## src/rtl/fp32_dot_sequencer.sv

```systemverilog
// Sequences one shared, stateless FP32 MAC through a dot product of LEN_I operand pairs.
// Owns the accumulator; every handshake output is a registered flag.
module fp32_dot_sequencer #(
    parameter int unsigned TIMEOUT = 1024
) (
    input  logic        CLK_I,
    input  logic        RSTL_I,
    input  logic        START_I,
    input  logic [15:0] LEN_I,
    input  logic        ABORT_I,
    output logic        BUSY_O,
    input  logic        IN_VALID_I,
    output logic        IN_READY_O,
    input  logic [31:0] IN_ALPHA_I,
    input  logic [31:0] IN_BRAVO_I,
    output logic [31:0] MAC_ALPHA_O,
    output logic [31:0] MAC_BRAVO_O,
    output logic [31:0] MAC_ACC_O,
    output logic        MAC_VALID_O,
    input  logic        MAC_READY_I,
    input  logic        MAC_VALID_I,
    output logic        MAC_READY_O,
    input  logic [31:0] MAC_DELTA_I,
    output logic        RES_VALID_O,
    input  logic        RES_READY_I,
    output logic [31:0] RES_DATA_O,
    output logic        RES_ERR_O
);

    localparam int unsigned TW = (TIMEOUT > 1) ? $clog2(TIMEOUT) : 1;
    localparam logic [TW-1:0] TLAST = TW'(TIMEOUT - 1);

    typedef enum logic [2:0] {StIdle, StFetch, StIssue, StWait, StDone} state_t;

    state_t        state;
    logic [15:0]   len;
    logic [15:0]   cnt;
    logic [15:0]   cnt_inc;
    logic [31:0]   alpha;
    logic [31:0]   bravo;
    logic [31:0]   acc;
    logic          err;
    logic [TW-1:0] tcnt;
    logic          busy;
    logic          in_ready;
    logic          mac_valid;
    logic          mac_ready;
    logic          res_valid;

    assign cnt_inc = cnt + 16'd1;

    always_ff @(posedge CLK_I or negedge RSTL_I) begin
        if (!RSTL_I) begin
            state     <= StIdle;
            len       <= '0;
            cnt       <= '0;
            alpha     <= '0;
            bravo     <= '0;
            acc       <= '0;
            err       <= 1'b0;
            tcnt      <= '0;
            busy      <= 1'b0;
            in_ready  <= 1'b0;
            mac_valid <= 1'b0;
            mac_ready <= 1'b0;
            res_valid <= 1'b0;
        end else if (ABORT_I) begin
            state     <= StIdle;
            cnt       <= '0;
            acc       <= '0;
            err       <= 1'b0;
            tcnt      <= '0;
            busy      <= 1'b0;
            in_ready  <= 1'b0;
            mac_valid <= 1'b0;
            mac_ready <= 1'b0;
            res_valid <= 1'b0;
        end else begin
            case (state)
                StIdle: begin
                    if (START_I) begin
                        len  <= LEN_I;
                        cnt  <= '0;
                        acc  <= '0;
                        err  <= 1'b0;
                        busy <= 1'b1;
                        if (LEN_I == 16'd0) begin
                            state     <= StDone;
                            res_valid <= 1'b1;
                        end else begin
                            state    <= StFetch;
                            in_ready <= 1'b1;
                        end
                    end
                end
                StFetch: begin
                    if (IN_VALID_I) begin
                        alpha     <= IN_ALPHA_I;
                        bravo     <= IN_BRAVO_I;
                        state     <= StIssue;
                        in_ready  <= 1'b0;
                        mac_valid <= 1'b1;
                    end
                end
                StIssue: begin
                    if (MAC_READY_I) begin
                        state     <= StWait;
                        tcnt      <= '0;
                        mac_valid <= 1'b0;
                        mac_ready <= 1'b1;
                    end
                end
                StWait: begin
                    // A result arriving on the expiry cycle still wins over the timeout.
                    if (MAC_VALID_I) begin
                        acc       <= MAC_DELTA_I;
                        cnt       <= cnt_inc;
                        mac_ready <= 1'b0;
                        if (cnt_inc == len) begin
                            state     <= StDone;
                            res_valid <= 1'b1;
                        end else begin
                            state    <= StFetch;
                            in_ready <= 1'b1;
                        end
                    end else if (tcnt == TLAST) begin
                        err       <= 1'b1;
                        mac_ready <= 1'b0;
                        state     <= StDone;
                        res_valid <= 1'b1;
                    end else begin
                        tcnt <= tcnt + 1'b1;
                    end
                end
                StDone: begin
                    if (RES_READY_I) begin
                        state     <= StIdle;
                        res_valid <= 1'b0;
                        busy      <= 1'b0;
                    end
                end
                default: begin
                    state     <= StIdle;
                    busy      <= 1'b0;
                    in_ready  <= 1'b0;
                    mac_valid <= 1'b0;
                    mac_ready <= 1'b0;
                    res_valid <= 1'b0;
                end
            endcase
        end
    end

    assign BUSY_O      = busy;
    assign IN_READY_O  = in_ready;
    assign MAC_VALID_O = mac_valid;
    assign MAC_READY_O = mac_ready;
    assign RES_VALID_O = res_valid;
    assign MAC_ALPHA_O = alpha;
    assign MAC_BRAVO_O = bravo;
    assign MAC_ACC_O   = acc;
    assign RES_DATA_O  = acc;
    assign RES_ERR_O   = err;

endmodule

```

## config.mk

```make
export PLATFORM = sky130hd
export DESIGN_NAME = fp32_dot_sequencer
export DESIGN_NICKNAME = d
export VERILOG_FILES = /design/src/rtl/fp32_dot_sequencer.sv
export SDC_FILE = /design/constraint.sdc
export NUM_CORES = 1
export LEC_CHECK = 0
export ABC_CLOCK_PERIOD_IN_PS = 2100
export CORE_MARGIN = 2
export CORE_UTILIZATION = 40
export CTS_CLUSTER_DIAMETER = 80
export DETAILED_ROUTE_END_ITERATION = 8
export GPL_ROUTABILITY_DRIVEN = 0
export PLACE_DENSITY = 0.77
export SETUP_SLACK_MARGIN = 0.1
export SLEW_MARGIN = 15
export SYNTH_ARGS = -nofsm -noshare
export SYNTH_HDL_FRONTEND = slang
export SYNTH_SLANG_ARGS = --single-unit
```

## constraint.sdc

```tcl
create_clock -name CLK_I -period 2.1 [get_ports CLK_I]
set_input_delay 0.315 -clock CLK_I [delete_from_list [all_inputs] [get_ports CLK_I]]
set_output_delay 0.315 -clock CLK_I [all_outputs]
set_load 0.02 [all_outputs]
```

==> out/results.ini <==
[routing]
wl_per_cell_um = 17.76
wl_um = 18660
drc = 0
final_antenna_net_count = 0
dr_wl_met2_um = 9598
drt-met1-wl_um = 7241
vias_per_cell = 5.235
first_iter_violations = 420
wl_met3_um = 1350
vias = 5502
firstDrtPassIters = 5
top_layer_used = met4

[placed_design]
dp_hpwl_um = 13490
dp_slack_ps = -146.7
placed_area_um2 = 9620
dp.cells = 1018
port_buffers = 253

[setup_path]
worst_setup_path_end_kind = flop
start_kind = flop
cp.required_ps = 2410
critical_path_class = reg2reg
worstSetupStartpoint = cnt[1]
critPathMaxFanout = 4
cp_data_arrival_time_ps = 2490
cp_common_cell = nand4_1
cp_cell_sequence = nand4_1 > or4_4 > xnor2_2 > nor4_2 > nand4_1 > a41o_1
crit_slowest_cell = or4_4
timing.rr.start = cnt[1]
slowest_delay_ps = 500

[clock_tree]
clkLatencyLatePin_ps = 430
clk_pin_slew_ps = 60
cts_max_path_buffers = 2
numCtsBuffers = 17
cts_tree = yes
cts_root_buf = clkbuf_16
clock_sinks = 147
htreeDepth = 4

[floorplanning]
placeableCoreArea_um2 = 16470
row_count = 47
die_h_um = 133.5
ios = 254
die_area_um2 = 17820
die_w_um = 133.5
start_util_pct = 40.74

[layout]
utilization_pct = 62.43
instances_no_fill = 1051
area_delta_synth_final_pct = 53.23
n_antenna_cell = 0
nNetsFinal = 942
stdcell_area_um2 = 10280
fillers = 1278
drive_gt1_share_pct = 22.38

[synth]
yosysTopAreaCell = dfrtp_1
synth_edf_count = 0
synth_area_leaders = dfrtp_1 55%, mux2_2 14%, a22o_1 4.6%, buf_4 3.7%, xnor2_1 2.6%
syn-num-nets = 685
syn_inst = 563
synth_top_area_share_pct = 54.83
yosys_most_used_dff = dfrtp_1
ys_seq_area_share_pct = 54.83
syn_area_per_cell_um2 = 11.92
netlist_area_um2 = 6709
synth.distinct_cells = 48
postSynthRegisterBits = 147
synthArstFlopShare_pct = 100.0
synth_warnings = 0

[global_routing]
grt_max_degree = 88
overflow = 0
grt_pass1_vias = 5785
antenna_found_initial = 0
track_usage_pct = 21.14
grt_pass1_wl_um = 29790

[timing]
max_freq_mhz = 458.8
setup_viol = 3
fin_worst_skew_ps = 7.408
min_period_ps = 2180
fin_ws_ps = -79.50
hold_violations = 0
finalCritPeriodShare_pct = 103.8
relSlewSlack_pct = 68.35
slew_violations = 0
grt_setup_unrepaired = true
tightest_slew_ps = 471.2

[power]
peakVddDrop_uv = 846.0
powerDensity_nw_per_um2 = 1150
p_leak_uw = 0.004338

[job]
max_cap_violations = 0

[outcome]
violations = setup timing
status = finished with violations

[worst_hold_path]
hold_class = in2async

[kinds of logic after synthesis]
family | Yosys count | share of synthesized area [%]
AO/OA/AOI/OAI | 108 | 11.21
XOR/XNOR | 32 | 4.401
buffers and inverters | 72 | 6.117
adder cells (fa/ha/maj) | 2 | 0.3729
multiplexers | 83 | 13.91
flip-flops | 147 | 54.83
AND/OR/NAND/NOR | 119 | 9.157
[synth_stat cells, types with 4 or more instances]
| cell type | n |
|---|---|
| and3_1 | 5 |
| a21oi_1 | 12 |
| buf_4 | 33 |
| o31ai_1 | 4 |
| nor4_1 | 7 |
| buf_2 | 13 |
| xor2_1 | 11 |
| nand3_1 | 14 |
| inv_1 | 7 |
| clkbuf_1 | 18 |
| o21ai_1 | 5 |
| nor3_1 | 8 |
| nor2_1 | 30 |
| xnor2_1 | 20 |
| nand2_1 | 28 |
| o21ai_0 | 27 |
| dfrtp_1 | 147 |
| mux2_2 | 82 |
| nand4_1 | 7 |
| a22o_1 | 35 |
| a31oi_1 | 5 |
[final cells by class]
type / count / area (µm²) / area share [%]
Clock buffer: 18 / 439.2 / 4.272
Clock inverter: 12 / 135.1 / 1.315
Inverter: 7 / 26.28 / 0.2556
Multi-Input combinational cell: 344 / 2710 / 26.36
Sequential cell: 147 / 3682 / 35.82
Tap cell: 220 / 275.3 / 2.678
Timing Repair Buffer: 303 / 3012 / 29.30
[final timing paths]
check / to / depth (start not counted) / slack, ps
setup / recovery: state[0] / 6 / -80
max in group asynchronous: MAC_BRAVO_O[30] / 3 / 1240
setup reg to reg: state[0] / 6 / -80
hold / removal: RES_ERR_O / 3 / 430
hold reg to reg: MAC_ALPHA_O[29] / 1 / 500
min in group CLK_I: MAC_ACC_O[15] / 2 / 490
[critical path, delay by kind of cell, from the launching register on]
family | cells | cell delay (ps)
and+or+nand+nor | 4 | 1170
xor gates and xnor gates | 1 | 160
DFF | 1 | 410
AOI/OAI and AO/OA | 1 | 330
[repair_timing]
item,in CTS,in global routing
hold buffers,1,0
endpoints found under the hold margin,147,0
setup endpoints to repair,4,71
pin swaps,8,3
gates resized for setup,3,12
buffers inserted,0,2
[per-layer routing]
layer | track usage (%) | vias to the layer above
met1 | 24.68 | 2696
met4 | 7.624 | 0
li1 | - | 2496
met5 | 0 | -
met2 | 36.48 | 260
met3 | 6.963 | 50
[report_power, final]
| part | internal [µW] | total (µW) | switching (µW) |
|---|---|---|---|
| Combinational | 2460 | 4630 | 2170 |
| Sequential | 3690 | 4220 | 523 |
| Clock | 1770 | 2970 | 1200 |
[cells in the final DEF (no fill, tap or decap), drive strengths merged, types with 3 or more instances in the layout]
cell,netlist,layout
clkdlybuf4s50,0,252
dfrtp,147,147
mux2,82,82
buf,47,50
a22o,35,35
o21ai,32,32
nor2,30,30
nand2,28,28
xnor2,20,20
clkbuf,18,18
nand3,15,15
a21oi,12,12
xor2,11,11
nor3,8,8
inv,7,8
nand4,8,8
nor4,8,8
and3,5,5
a31oi,5,5
clkinv,0,5
o31ai,4,4
clkinvlp,0,4
and2,3,3
o41ai,3,3
nor2b,3,3
o211ai,3,3
a211oi,3,3
nor3b,3,3
or3,3,3
[sequential cells by signal, indices dropped and copies added, names as in the netlist]
name / cells
MAC_ACC_O: 32
MAC_ALPHA_O: 32
MAC_BRAVO_O: 32
cnt: 16
len: 16
tcnt: 10
state: 3
BUSY_O: 1
IN_READY_O: 1
MAC_READY_O: 1
MAC_VALID_O: 1
RES_ERR_O: 1
RES_VALID_O: 1
[metrics by stage]
stage | power, µW | hold slack, ps | setup TNS [ps]
floorplan | 6550 | 19.41 | 0
global placement | 8719 | 326.6 | -296.6
detailed placement | 8838 | 333.1 | -4402
CTS | 11900 | 447.6 | -22.24
global route | 12400 | 467.5 | -358.4
finish | 11820 | 432.6 | -194.9
Power figures use the tool's default switching activity.
